[config.mk]
export PLATFORM = sky130hd
export DESIGN_NAME = bus_xbar_rr
export DESIGN_NICKNAME = d
export VERILOG_FILES = /design/src/rtl/bus_xbar_rr.sv
export SDC_FILE = /design/constraint.sdc
export NUM_CORES = 1
export LEC_CHECK = 0
export ABC_AREA = 1
export BUFFER_PORTS_ARGS = -buffer_cell sky130_fd_sc_hd__buf_4
export CELL_PAD_IN_SITES_DETAIL_PLACEMENT = 1
export CELL_PAD_IN_SITES_GLOBAL_PLACEMENT = 1
export CORE_ASPECT_RATIO = 0.5
export CORE_MARGIN = 4
export CORE_UTILIZATION = 33
export CTS_BUF_LIST = sky130_fd_sc_hd__clkbuf_2
export CTS_CLUSTER_SIZE = 8
export DETAILED_ROUTE_END_ITERATION = 8
export GPL_ROUTABILITY_DRIVEN = 1
export PLACE_DENSITY = 0.9
export SLEW_MARGIN = 40
export SYNTH_ARGS = -nofsm -noshare
export SYNTH_HDL_FRONTEND = slang
export SYNTH_SLANG_ARGS = --single-unit
[constraint.sdc]
create_clock -name clk -period 3.5 [get_ports clk]
set_clock_uncertainty 0.1 [all_clocks]
set_input_delay 0.525 -clock clk [delete_from_list [all_inputs] [get_ports clk]]
set_output_delay 0.525 -clock clk [all_outputs]
set_load 0.02 [all_outputs]
[src/rtl/bus_xbar_rr.sv]
// Round-robin NUM_M x NUM_S bus crossbar that moves one transfer at a time through IDLE -> BUSY -> RESP.
// An unmapped address, or a slave that never acks, completes the transfer with an error response.
module bus_xbar_rr #(
   parameter int NUM_M   = 2,
   parameter int NUM_S   = 4,
   parameter int AW      = 32,
   parameter int DW      = 32,
   parameter int SEL_W   = 4,
   parameter int TIMEOUT = 255
) (
   input  logic                clk,
   input  logic                rst,
   input  logic [NUM_M-1:0]    m_req_i,
   input  logic [NUM_M-1:0]    m_we_i,
   input  logic [NUM_M*AW-1:0] m_addr_i,
   input  logic [NUM_M*DW-1:0] m_wdata_i,
   output logic [NUM_M*DW-1:0] m_rdata_o,
   output logic [NUM_M-1:0]    m_ack_o,
   output logic [NUM_M-1:0]    m_err_o,
   output logic [NUM_S-1:0]    s_req_o,
   output logic                s_we_o,
   output logic [AW-1:0]       s_addr_o,
   output logic [DW-1:0]       s_wdata_o,
   input  logic [NUM_S*DW-1:0] s_rdata_i,
   input  logic [NUM_S-1:0]    s_ack_i,
   output logic [NUM_M-1:0]    grant_o,
   output logic                hold_flag_o
);

   localparam int MW = (NUM_M > 1) ? $clog2(NUM_M) : 1;

   typedef enum logic [1:0] {IDLE, BUSY, RESP} state_t;

   state_t            state_q, state_d;
   logic [NUM_M-1:0]  grant_q, grant_d;
   logic [MW-1:0]     ptr_q, ptr_d;
   logic [AW-1:0]     addr_q, addr_d;
   logic              we_q, we_d;
   logic [DW-1:0]     wdata_q, wdata_d;
   logic [DW-1:0]     rdata_q, rdata_d;
   logic              err_q, err_d;
   logic [SEL_W-1:0]  sel_q, sel_d;
   logic [15:0]       cnt_q, cnt_d;

   logic              any_req;
   logic [MW-1:0]     win;
   logic [AW-1:0]     win_addr;
   logic              win_we;
   logic [DW-1:0]     win_wdata;
   logic              sel_ack;
   logic [DW-1:0]     sel_rdata;

   // Rotating priority: the search starts at the master after the last winner.
   always_comb begin
      // NOTE: every combinational output gets a default first so no path leaves it unassigned (no latch).
      any_req   = 1'b0;
      win       = '0;
      win_addr  = '0;
      win_we    = 1'b0;
      win_wdata = '0;
      for (int i = 1; i <= NUM_M; i++) begin
         for (int m = 0; m < NUM_M; m++) begin
            if (!any_req && m == (int'(ptr_q) + i) % NUM_M && m_req_i[m]) begin
               any_req = 1'b1;
               win     = MW'(m);
            end
         end
      end
      for (int m = 0; m < NUM_M; m++) begin
         if (win == MW'(m)) begin
            win_addr  = m_addr_i[m*AW +: AW];
            win_we    = m_we_i[m];
            win_wdata = m_wdata_i[m*DW +: DW];
         end
      end
   end

   // Only the addressed slave's ack and read data are looked at.
   always_comb begin
      sel_ack   = 1'b0;
      sel_rdata = '0;
      for (int s = 0; s < NUM_S; s++) begin
         if (sel_q == SEL_W'(s)) begin
            sel_ack   = s_ack_i[s];
            sel_rdata = s_rdata_i[s*DW +: DW];
         end
      end
   end

   always_comb begin
      state_d = state_q;
      grant_d = grant_q;
      ptr_d   = ptr_q;
      addr_d  = addr_q;
      we_d    = we_q;
      wdata_d = wdata_q;
      rdata_d = rdata_q;
      err_d   = err_q;
      sel_d   = sel_q;
      cnt_d   = cnt_q;
      case (state_q)
         IDLE: begin
            if (any_req) begin
               for (int m = 0; m < NUM_M; m++) grant_d[m] = (win == MW'(m));
               ptr_d   = win;
               addr_d  = win_addr;
               we_d    = win_we;
               wdata_d = win_wdata;
               sel_d   = win_addr[AW-1 -: SEL_W];
               cnt_d   = '0;
               rdata_d = '0;
               err_d   = 1'b0;
               if (int'(win_addr[AW-1 -: SEL_W]) < NUM_S) begin
                  state_d = BUSY;
               end else begin
                  state_d = RESP;
                  err_d   = 1'b1;
               end
            end
         end
         BUSY: begin
            if (sel_ack) begin
               rdata_d = we_q ? '0 : sel_rdata;
               err_d   = 1'b0;
               state_d = RESP;
            end else if (cnt_q == 16'(TIMEOUT - 1)) begin
               // This is the TIMEOUT-th BUSY cycle without an ack.
               rdata_d = '0;
               err_d   = 1'b1;
               state_d = RESP;
            end else begin
               cnt_d = cnt_q + 16'd1;
            end
         end
         RESP: begin
            grant_d = '0;
            state_d = IDLE;
         end
         default: state_d = IDLE;
      endcase
   end

   always_ff @(posedge clk or negedge rst) begin
      if (!rst) begin
         state_q <= IDLE;
         grant_q <= '0;
         ptr_q   <= MW'(NUM_M - 1);
         addr_q  <= '0;
         we_q    <= 1'b0;
         wdata_q <= '0;
         rdata_q <= '0;
         err_q   <= 1'b0;
         sel_q   <= '0;
         cnt_q   <= '0;
      end else begin
         // NOTE: non-blocking assignments so every register samples pre-edge values.
         state_q <= state_d;
         grant_q <= grant_d;
         ptr_q   <= ptr_d;
         addr_q  <= addr_d;
         we_q    <= we_d;
         wdata_q <= wdata_d;
         rdata_q <= rdata_d;
         err_q   <= err_d;
         sel_q   <= sel_d;
         cnt_q   <= cnt_d;
      end
   end

   // Slave request and master response decode straight from the state register, so reset drops them at once.
   always_comb begin
      s_req_o   = '0;
      m_ack_o   = '0;
      m_err_o   = '0;
      m_rdata_o = '0;
      for (int s = 0; s < NUM_S; s++) begin
         if (state_q == BUSY && sel_q == SEL_W'(s)) s_req_o[s] = 1'b1;
      end
      for (int m = 0; m < NUM_M; m++) begin
         if (state_q == RESP && grant_q[m]) begin
            m_ack_o[m]             = 1'b1;
            m_err_o[m]             = err_q;
            m_rdata_o[m*DW +: DW]  = rdata_q;
         end
      end
   end

   assign grant_o     = grant_q;
   assign s_addr_o    = addr_q;
   assign s_we_o      = we_q;
   assign s_wdata_o   = wdata_q;
   assign hold_flag_o = |(m_req_i & ~m_ack_o);

endmodule

# Yosys cells after proc, flatten, opt, wreduce, memory -nomap -nowiden
# Cells that the tools add are included.
# totals
reg_bits,123
output_inout_bits,140
# op_classes
mux,49
n_bitwise,5
eq_ne,12
addsub,3
n_reduce_logical,28
magnitude_cmp,1
# op_table
cell,n
32-bit two-way mux,12
32-bit zero test,2
32-bit case mux with 2 select lines,1
16-bit two-way mux,3
16-bit case mux with 2 select lines,1
1-bit two-way mux,24
"16-bit by 1-bit adder with 16-bit output, second input constant",1
"16-bit by 8-bit equality test with 1-bit output, second input constant",1
1-bit logical AND,13
2-bit two-way mux,5
"4-bit by 2-bit equality test with 1-bit output, second input constant",2
2-bit case mux with 2 select lines,2
"2-bit != test, second input constant",3
2-bit AND reduction,3
"2-bit equality test, first input constant",2
"4-bit by 1-bit equality test with 1-bit output, second input constant",1
4-bit zero test,1
"4-bit by 3-bit less-than comparator with 1-bit output, second input constant",1
4-bit AND reduction,1
2-bit nonzero test,2
1-bit zero test,3
"3-bit != test, second input constant",1
3-bit AND reduction,1
"1-bit adder, second input constant",2
other kinds (9),10

# Logic depth before layout (Yosys ltp)
# Gate-level depths: netlist (run 1).
# logic_depth
depth_word,22
depth_mapped,12
ltp_nobuf,10

# Worst setup path after synthesis (run 1)
# No wires, ideal clock.
# synth_timing
path_kind,reg2out
from,register state_q[1]
to,output port s_req_o[0]
path_buffers,2
arrival_time_ns,1.606
setup_slack_ns,1.269
stages_incl_launch_ff,6
cell_sequence,dfrtp_1 inv_1 nand2_1 clkbuf_1 buf_1 nor4_1
# synth_between
elab_chain_cells,3
# synth_lines
element,line,source
"start, declared",34,"state_t state_q, state_d;"
"start signal, assigned",157,state_q <= state_d;
2-bit by 1-bit equality test with 1-bit output,177,if (state_q == BUSY && sel_q == SEL_W'(s)) s_req_o[s] = 1'b1;
1-bit logical AND,177,
1-bit two-way mux,177,
"end, declared",20,"output logic [NUM_S-1:0] s_req_o,"
# No other way between the ends.

==> results by group, run 1 <==
Outcome
  • Status: finished, final reports clean

Floorplanning
  • Vert. Die Dim: 113 um
  • IO Pins: approximately 400
  • Die width: ~220 um
  • Row count: 37
  • Initial Utilization: 34.4%
  • Die area: 0.0245 sq mm
  • Core Region: 0.0210 sq mm

Final layout
  • Multi-input logic area: approximately 0.0037 sq mm
  • Fin util: 59.2%
  • Fill cells: between 2000 and 3000
  • Layout cell share with drive strength beyond 1: between 30% and 40%
  • Storage cell area: 0.00298 sq mm
  • Nets: between 1500 and 2000
  • Syn-to-layout area delta: 72.0%

Clocking
  • H-tree depth: 4
  • TritonCTS clock tree: yes
  • CTS buffer count: 17
  • Clock Latency Late Sink: 0.72 ns
  • CTS sink count: 119
  • CTS Buffer Depth: 2
  • Clk slew on worst S/H paths: approximately 0.24 ns
  • Root Buffer: clkbuf_2

Logic synthesis
  • Flops & latches, synth: approximately 120
  • Main combinational cell family by area after synthesis: simple AND/OR/NAND/NOR gates
  • Post-synth top cells: 259 x nand2_1, 196 x nand3_1, 138 x nor2_1
  • Post-Synthesis Net Count: 1313
  • Unique masters post-synth: 32
  • Synth Area in Simple Gates: between 40% and 50%
  • Compound-Gate Fraction of Synth Area: 5.02%
  • Post-synthesis mux area share: 0%
  • Seq/Total Area, Yosys: 41.2%
  • Syn Area/Cell: slightly below 7 sq um
  • Post-Syn Area: a little over 0.007 sq mm
  • Adder-Cell Fraction of Synth Area: 0.346%
  • Synthesized instance count: between 1000 and 1500
  • Xor/xnor share of the synthesized area: ~1.1%
  • Asr flop ratio synth: between 90% and 100%
  • Ys Warns: 0
  • Most common cell in the netlist: nand2_1
  • Top-area cell type share of the netlist area: just over 40%
  • EDFF count, synth: 0
  • Top cells by area, synth: dfrtp_1 41%, nand3_1 14%, nand2_1 13%, nor2_1 7.2%, nand4_1 6.0%
  • Most common flop cell mapped by yosys: dfrtp_1
  • Area leader, netlist: dfrtp_1

Detailed routing
  • Starting DRT DRC Count: around 750
  • Via count: about 10000
  • Avg WL per Cell: about 22 um
  • Drt total wl: approximately 42000 um
  • First-pass detailed-route iteration total: 8
  • Final ANT Viol Nets: 0
  • Via-to-Cell Ratio: 5.42
  • # DRC: 0

Timing
  • Crit share post-route: 94.0%
  • Relative slew slack: about 48%
  • Final Hold Fails: 0
  • Max Freq: 304 MHz
  • Worst slew pin tran: 0.784 ns
  • Unrepaired setup endpoints after global routing: no
  • Max-slew violations: 0
  • Fin Setup TNS: 0 ns
  • Finish-stage setup viols: 0
  • Fin crit period: 3.29 ns
  • Slack of the critical path: between 0.2 and 0.25 ns

Worst setup path
  • Reg2reg start: s_addr_o[28]
  • Worst Path Max Fanout: 37
  • R2R setup slack: 0.21 ns
  • Crit end category: flip-flop
  • Critical Path Start: s_addr_o[28]
  • Nature of the critical path startpoint: flip-flop
  • Kind of critical path: reg -> reg
  • Critical path arrival: about 3.8 ns
  • Crit path required time: between 4 and 5 ns

Placement
  • DP HPWL: between 20000 and 30000 um
  • Placer Congestion: just over 0.9
  • Pre-CTS setup slack: 1.02 ns
  • Buffers on Ports: ~410

Pwr
  • P_sw: roughly 4.2 mW
  • Switching part of the total: between 40% and 50%
  • VDD IR-drop max: between 600 and 700 uV
  • Pwr Density: a little under 700 mW/mm^2
  • Leakage power: between 6 and 7 nW
  • Tot Pwr: 8.43 mW
  • P_int: between 4 and 5 mW
  • Clock network power share: between 10% and 20%
  • Flop pwr share: about a quarter
  • Logic pwr share: a little over three fifths

Global routing
  • Global-route wire length before repair: between 60000 and 70000 um
  • Initial antenna violation count: 1
  • GRT Overall Usage: approximately a third
  • Grt ovf: 0
  • Pin count of the biggest net entering global routing: between 80 and 90
  • Vias in the first global route: approximately 11000

Flow run
  • Max_cap viols: 0

Worst hold path
  • Min-delay src: s_rdata_i[67]
  • Hold crit path type: in -> reg
## cell type report
cell class | instances | area share (%)
inverter | 74 | 2.25
antenna | 1 | 0.0201
clock buffer | 17 | 0.684
clock inverter | 15 | 1.22
multi-input combinational | 777 | 29.4
tap | 292 | 2.94
timing repair buffer | 593 | 39.5
sequential | 119 | 23.9
## state kept, by name, summed over array words and instances (netlist names)
| register | cells |
|---|---|
| cnt_q | 16 |
| err_q | 1 |
| grant_o | 2 |
| ptr_q | 1 |
| rdata_q | 32 |
| s_addr_o | 32 |
| s_wdata_o | 32 |
| s_we_o | 1 |
| state_q | 2 |
## final timing paths
kind,endpoint,cells past startpoint
worst min register to register,ptr_q,2
worst max-delay path,rdata_q[25],11
max in group asynchronous,rdata_q[30],3
min in group asynchronous,s_addr_o[8],2
worst min-delay path,rdata_q[3],5
worst max register to register,rdata_q[25],11
## through the flow
| step | hold WS, ns | instance area, sq um | instances |
|---|---|---|---|
| after floorplan | 0.129 | 7230 | 1045 |
| after global placement | 0.355 | 10500 | 1681 |
| after detailed placement | 0.382 | 10500 | 1682 |
| after CTS | 0.00238 | 12400 | 1887 |
| after global routing | 0.0289 | 12400 | 1888 |
| final | 0.109 | 12400 | 1888 |
## logic make-up (layout without fill, tap and decap cells)
group / Yosys count / count (layout)
and+or+nand+nor: 703 / 703
AOI/OAI and AO/OA: 63 / 63
DFF: 119 / 119
adders and majority gates: 2 / 2
other: 0 / 1
buffers and inverters: 149 / 699
xor gates and xnor gates: 9 / 9
## power groups by stage
stage | Sequential, mW | Combinational, mW | Clock, mW
floorplan | 2.57 | 2.00 | 0
global placement | 2.13 | 4.00 | 0
detailed placement | 2.16 | 4.14 | 0
CTS | 2.13 | 4.98 | 0.981
global route | 2.25 | 5.60 | 1.05
finish | 2.21 | 5.26 | 0.962
## layout by cell type, fill, tap and decap left out, types with 4 or more instances in the layout
cell type | Yosys | routed
xor2_1 | 6 | 6
o21ai_0 | 33 | 33
inv_1 | 69 | 66
clkbuf_2 | 0 | 17
nand4_1 | 69 | 69
nand3_1 | 196 | 196
nand2_1 | 259 | 257
a31oi_1 | 21 | 21
dfrtp_1 | 118 | 118
nor2_1 | 138 | 137
inv_2 | 4 | 6
clkinv_2 | 0 | 5
or2_2 | 28 | 28
dlygate4sd3_1 | 0 | 173
nand2_2 | 2 | 4
buf_4 | 5 | 417
## routing by layer
| layer | GRT usage [%] | vias to the layer above | part of all wire [%] |
|---|---|---|---|
| met5 | 0 | - | 0 |
| met4 | 13.7 | 0 | 4.4 |
| met3 | 7.41 | 134 | 6.8 |
| met2 | 61.1 | 514 | 52 |
| met1 | 37.8 | 5071 | 37 |
| li1 | - | 4515 | - |
## critical path, stage by stage, from the launching register on
cell and delay (ns):
dfrtp_1 0.36, buf_4 0.38, inv_1 0.21, nor2_2 0.24
nand2_1 0.15, inv_4 0.29, nand2_1 0.10, nand3_1 0.10
dlygate4sd3_1 0.55, nand4_1 0.07, dlygate4sd3_1 0.60, nand2_1 0.07
## timing repair
item / in CTS / in global routing
endpoints found under the setup margin: 0 / 2
gates resized for setup: 0 / 2
endpoints found under the hold margin: 139 / 0
buffers inserted: 0 / 0
hold buffers: 173 / 0
No activity file was read; power rests on OpenSTA's default activity.
==> inputs of run 2 (changes only) <==
--- a/config.mk
+++ b/config.mk
@@ -16,7 +16,8 @@
 export CTS_CLUSTER_SIZE = 8
 export DETAILED_ROUTE_END_ITERATION = 8
 export GPL_ROUTABILITY_DRIVEN = 1
-export PLACE_DENSITY = 0.9
+export MAX_ROUTING_LAYER = met4
+export PLACE_DENSITY = 0.92
 export SLEW_MARGIN = 40
 export SYNTH_ARGS = -nofsm -noshare
 export SYNTH_HDL_FRONTEND = slang
==> results by group, run 2 (synthesis results as in run 1) <==
Timing
  • Relative slew slack: 43.2% (-4.5 points)
  • Crit share post-route: 96.0% (+1.9 points)
  • Fin crit period: 3.36 ns (+0.0666 ns)
  • Final Hold Fails: 0 (unchanged)
  • Finish-stage setup viols: 0 (unchanged)
  • Max-slew violations: 0 (unchanged)
  • Worst slew pin tran: 0.847 ns (+0.0625 ns)
  • Max Freq: 298 MHz (-2.0%)

Worst setup path
  • Crit end category: output port
  • Worst Setup EP: m_rdata_o[21]
  • Critical Path Start: state_q[1]
  • R2R setup slack: 0.32 ns (+0.11 ns)
  • Reg2reg start: s_addr_o[28]
  • Worst Path Max Fanout: 14 (-62%)
  • R2R Path End: rdata_q[21]
  • R2R depth: 10 (-1)
  • Nature of the critical path startpoint: flip-flop
  • Crit path required time: 2.87 ns (-1.18 ns)
  • Critical path arrival: 2.73 ns (-1.11 ns)
  • Kind of critical path: reg -> out

Detailed routing
  • Final ANT Viol Nets: 0 (unchanged)
  • Via count: 10753 (+5.1%)
  • Drt total wl: 46800 um (+11%)
  • # DRC: 0 (unchanged)
  • First-pass detailed-route iteration total: 6 (-2)
  • Avg WL per Cell: 24.6 um (+11%)
  • Via-to-Cell Ratio: 5.66 (+4.4%)
  • Starting DRT DRC Count: 1163 (+56%)

Clocking
  • CTS sink count: 119 (unchanged)
  • TritonCTS clock tree: yes
  • CTS Buffer Depth: 2 (unchanged)
  • H-tree depth: 4 (unchanged)
  • CTS buffer count: 17 (unchanged)
  • Clock Latency Late Sink: 0.79 ns (+0.07 ns)
  • Clk slew on worst S/H paths: 0.25 ns (about the same)
  • Root Buffer: clkbuf_2

Global routing
  • GRT Overall Usage: 37.7% (+4.4 points)
  • Pin count of the biggest net entering global routing: 99 (+19%)
  • Initial antenna violation count: 5 (+4)
  • Grt ovf: 0 (unchanged)
  • Global-route wire length before repair: 69900 um (+8.9%)
  • Vias in the first global route: 11754 (+5.5%)

Pwr
  • P_int: 4.28 mW (+0.36%)
  • P_sw: 4.35 mW (+4.5%)
  • Tot Pwr: 8.63 mW (+2.4%)
  • Clock network power share: 11.3% (about the same)
  • Pwr Density: 689 mW/mm^2 (+1.7%)
  • Switching part of the total: 50.4% (+1.0 points)
  • VDD IR-drop max: 410 uV (-32%)
  • Flop pwr share: 25.5% (-0.7 points)
  • Logic pwr share: 63.2% (+0.8 points)
  • Leakage power: 6.15 nW (+0.22%)

Floorplanning
  • Row count: 37 (unchanged)
  • Die width: 217 um (unchanged)
  • IO Pins: 406 (unchanged)
  • Core Region: 0.0210 sq mm (unchanged)
  • Vert. Die Dim: 113 um (unchanged)
  • Die area: 0.0245 sq mm (unchanged)
  • Initial Utilization: 34.4% (unchanged)

Final layout
  • Cell Count, Final, Fillers Out: 1901 (+0.69%)
  • Layout cell share with drive strength beyond 1: 31.2% (-0.051 points)
  • Most common cell after layout, fill and taps aside: buf_4
  • Syn-to-layout area delta: 73.2%
  • Most frequent cells in the layout: 419 x buf_4, 257 x nand2_1, 196 x nand3_1, 179 x dlygate4sd3_1, 136 x nor2_1
  • Nets: 1859 (+0.49%)
  • Fill cells: 2678 (+0.49%)

Placement
  • Cell count after placement: 1682 (unchanged)
  • Placer Congestion: 0.991 (+7.9%)
  • Buffers on Ports: 405 (unchanged)
  • DP HPWL: 26600 um (+2.8%)

Flow run
  • Max_cap viols: 0 (unchanged)

Worst hold path
  • Hold crit path type: in -> reg
  • Min-delay src: s_rdata_i[4]

Outcome
  • Status: finished, final reports clean
run 2: worst max-delay path, cell delays in order, from the launching register on:
cell and delay, ns:
dfrtp_1 0.46, inv_1 0.10, nor2_1 0.10, inv_1 0.10, nor2_2 0.35, clkinvlp_4 0.17
buf_4 0.18, buf_4 0.19, nor2_1 0.16, buf_4 0.17
run 2: what timing repair did:
item                                    in CTS  in global routing
resized for setup                            0                  3
hold buffers                               179                  0
endpoints found under the hold margin      153                  0
endpoints found under the setup margin       0                 33
setup buffers                                0                  2
run 2: stage by stage:
step | utilization (%) | instance area (sq um) | setup slack [ns] | hold WS, ns | setup TNS (ns)
finish | 59.6 | 12500 | 0.142 | 0.0788 | 0
global route | 59.6 | 12500 | -0.0362 | 0.0287 | -0.119
CTS | 59.4 | 12500 | 0.0475 | 0.00150 | 0
detailed placement | 49.8 | 10500 | 0.908 | 0.378 | 0
global placement | 49.8 | 10500 | 0.995 | 0.353 | 0
floorplan | - | 7230 | 1.27 | 0.129 | 0
run 2: cell type report:
type / instances / area (sq um) / area share (%)
Clock inverter: 13 / 130 / 1.04
Timing Repair Buffer: 601 / 4990 / 39.8
Sequential cell: 119 / 2980 / 23.8
Multi-Input combinational cell: 777 / 3660 / 29.3
Antenna cell: 5 / 12.5 / 0.0999
Inverter: 74 / 282 / 2.25
Tap cell: 292 / 365 / 2.92
Clock buffer: 19 / 95.1 / 0.759
Timing Repair inverter: 1 / 7.51 / 0.0599
run 2: per-layer routing:
| metal | share of wire [%] | vias to the layer above | track usage [%] | wire, um |
|---|---|---|---|---|
| li1 | - | 4547 | - | - |
| met1 | 36 | 5342 | 39.4 | 16700 |
| met2 | 51 | 619 | 67.1 | 23900 |
| met3 | 6.7 | 245 | 8.49 | 3150 |
| met4 | 6.5 | 0 | 19.8 | 3060 |
| met5 | 0 | - | - | 0 |
run 2: worst min path at each step:
stage | endpoint | slack (ns) | cells after the start
after floorplan | cnt_q[0] | 0.13 | 0
after global placement | ptr_q | 0.35 | 2
after detailed placement | ptr_q | 0.38 | 2
after CTS | rdata_q[4] | 0.001 | 5
after global routing | rdata_q[9] | 0.03 | 5
final | rdata_q[4] | 0.08 | 5
run 2: power groups by stage:
stage                     logic, mW  clock network, mW  registers [mW]
final                          5.45              0.980            2.20
after global routing           5.74               1.04            2.24
after CTS                      5.00              0.945            2.14
after detailed placement       4.17                  0            2.16
after global placement         4.01                  0            2.12
after floorplan                2.00                  0            2.57
==> inputs of run 3 (changes only) <==
--- a/config.mk
+++ b/config.mk
@@ -18,7 +18,7 @@
 export GPL_ROUTABILITY_DRIVEN = 1
 export MAX_ROUTING_LAYER = met4
 export PLACE_DENSITY = 0.92
-export SLEW_MARGIN = 40
+export SLEW_MARGIN = 10
 export SYNTH_ARGS = -nofsm -noshare
 export SYNTH_HDL_FRONTEND = slang
 export SYNTH_SLANG_ARGS = --single-unit
==> constraint.sdc (replaced) <==
create_clock -name clk -period 3.5 [get_ports clk]
set_clock_uncertainty 0.1 [all_clocks]
set_input_delay 0.525 -clock clk [delete_from_list [all_inputs] [get_ports clk]]
set_output_delay 0.525 -clock clk [all_outputs]
set_load 0.05 [all_outputs]
==> results by group, run 3 (synthesis results as in run 1) <==
Floorplanning
  • Vert. Die Dim: 113 um (unchanged)
  • Initial Utilization: 34.4% (unchanged)
  • Core Region: 0.0210 sq mm (unchanged)
  • IO Pins: 406 (unchanged)
  • Row count: 37 (unchanged)
  • Die width: 217 um (unchanged)
  • Die area: 0.0245 sq mm (unchanged)

Worst setup path
  • Slowest-stage cell, CP: dfrtp_1
  • R2R depth: 9 (-1)
  • Crit path required time: 2.87 ns (about the same)
  • Crit path largest cell delay: 0.43 ns (-0.03 ns)
  • Delay-heaviest family, CP: buffers and inverters
  • Worst path cell trace: inv_1 -> nor2_1 -> inv_1 -> nor2_2 -> clkinvlp_4 -> buf_4 -> nor2_1 -> buf_4
  • CP Depth: 8 (-1)
  • Critical path arrival: 2.71 ns (-0.02 ns)
  • Buf/Inv on CP: 5 (-1)
  • Nature of the critical path startpoint: flip-flop
  • Crit end category: output port
  • Kind of critical path: reg -> out
  • Worst Path Max Fanout: 17 (+3)

Final layout
  • Storage cell area: 0.00298 sq mm (unchanged)
  • Cell Count, Final, Fillers Out: 1851 (-2.6%)
  • Syn-to-layout area delta: 66.7%
  • Layout cell share with drive strength beyond 1: 32.2% (+0.96 points)
  • Multi-input logic area: 0.00366 sq mm (unchanged)
  • Nets: 1811 (-2.6%)
  • Fill cells: 2665 (-0.49%)
  • Most frequent cells in the layout: 421 x buf_4, 258 x nand2_1, 196 x nand3_1, 135 x nor2_1, 130 x dlygate4sd3_1
  • Most common cell after layout, fill and taps aside: buf_4

Worst hold path
  • Hold path cells: 4 (-1)
  • Hold crit path type: in -> reg

Timing
  • Final Hold Fails: 0 (unchanged)
  • Relative slew slack: 35.7% (-7.5 points)
  • Crit share post-route: 95.2% (-0.78 points)
  • Hold Slack: 0.0373 ns (-0.0415 ns)
  • Finish-stage setup viols: 0 (unchanged)
  • Worst slew pin tran: 0.964 ns (+0.117 ns)
  • Max-slew violations: 0 (unchanged)
  • Max Freq: 300 MHz (+0.82%)
  • Fin Setup TNS: 0 ns (unchanged)
  • Fin crit period: 3.33 ns (-0.0275 ns)
  • Unrepaired setup endpoints after global routing: no

Clocking
  • H-tree depth: 4 (unchanged)
  • TritonCTS clock tree: yes
  • CTS Buffer Depth: 2 (unchanged)
  • Clk slew on worst S/H paths: 0.20 ns (-0.05 ns)
  • CTS sink count: 119 (unchanged)
  • CTS buffer count: 17 (unchanged)
  • Clock Latency Late Sink: 0.71 ns (-0.08 ns)
  • Root Buffer: clkbuf_2

Pwr
  • Pwr Density: 783 mW/mm^2 (+14%)
  • Leakage power: 6.02 nW (-2.1%)
  • VDD IR-drop max: 495 uV (+21%)

Global routing
  • Initial antenna violation count: 3 (-2)
  • GRT Overall Usage: 33.9% (-3.8 points)
  • Grt ovf: 0 (unchanged)
  • Global-route wire length before repair: 62800 um (-10%)
  • Vias in the first global route: 10843 (-7.8%)
  • Pin count of the biggest net entering global routing: 99 (unchanged)

Detailed routing
  • Via-to-Cell Ratio: 5.46 (-3.4%)
  • First-pass detailed-route iteration total: 6 (unchanged)
  • Starting DRT DRC Count: 787 (-32%)
  • Avg WL per Cell: 22.9 um (-6.7%)
  • # DRC: 0 (unchanged)
  • Via count: 10113 (-6.0%)
  • Drt total wl: 42500 um (-9.2%)
  • Final ANT Viol Nets: 0 (unchanged)

Placement
  • Buffers on Ports: 405 (unchanged)
  • Cell count after placement: 1683 (+0.059%)
  • DP HPWL: 26900 um (+0.86%)
  • Placer Congestion: 0.971 (-2.0%)

Outcome
  • Status: finished, final reports clean

Flow run
  • Max_cap viols: 0 (unchanged)
## run 3: cell types whose count changed in the layout (fill, tap and decap cells not counted), sizes merged
cell         previous run  this run
clkinvlp                6         4
buf                   422       423
diode                   5         3
inv                    72        73
bufinv                  2         3
dlygate4sd3           179       130
## run 3: routing by layer
layer / global-route usage, % / up-vias / wire (um)
met4: 17.4 / 0 / 2360
met1: 35.6 / 4969 / 15200
met5: - / - / 0
met3: 7.68 / 165 / 2990
li1: - / 4443 / -
met2: 60.2 / 536 / 21900
## run 3: final cells by class
class	instances	area share, %
Multi-Input combinational cell	777	30.4
Sequential cell	119	24.7
Clock inverter	13	1.29
Timing Repair inverter	1	0.0623
Timing Repair Buffer	553	37.3
Antenna cell	3	0.0623
Tap cell	292	3.03
Inverter	74	2.33
Clock buffer	19	0.789
## run 3: final timing paths
kind                                     start  slack [ns]             to
max in group asynchronous                  rst        2.01      cnt_q[13]
min in group asynchronous                  rst        0.38  s_wdata_o[19]
worst max-delay path                state_q[1]        0.17   m_rdata_o[1]
worst min register to register           ptr_q        0.39          ptr_q
worst max register to register    s_addr_o[28]        0.69     rdata_q[0]
worst min-delay path            s_rdata_i[103]        0.04     rdata_q[7]
## run 3: report_power, final
part / total [mW] / internal [mW] / switching [mW]
registers: 2.20 / 1.82 / 0.376
logic: 6.25 / 2.10 / 4.15
clock network: 0.997 / 0.401 / 0.597
total: 9.44 / 4.32 / 5.12
## run 3: repair_timing
action                                  in CTS  in global routing
endpoints found under the setup margin       0                 34
resized for setup                            0                  4
hold buffers                               128                  2
setup buffers                                0                  2
hold endpoints to repair                   129                  2
## run 3: worst register-to-register path, stage by stage (launching register included)
cell     delay [ns]
dfrtp_1        0.41
buf_4          0.36
inv_1          0.21
nor2_2         0.22
nand2_1        0.10
inv_1          0.71
nand2_1        0.12
nand3_1        0.20
nand4_1        0.18
nand2_1        0.16
## run 3: through the flow
stage / area [sq um] / setup WS [ns] / util, % / power, mW
2_1_floorplan: 7230 / 0.277 / - / 5.50
3_3_place_gp: 10500 / 1.00 / 49.8 / 7.09
3_5_place_dp: 10500 / 0.910 / 49.8 / 7.27
4_1_cts: 12000 / 0.104 / 57.1 / 9.04
5_1_grt: 12100 / 0.000996 / 57.4 / 9.87
6_report: 12100 / 0.169 / 57.4 / 9.44
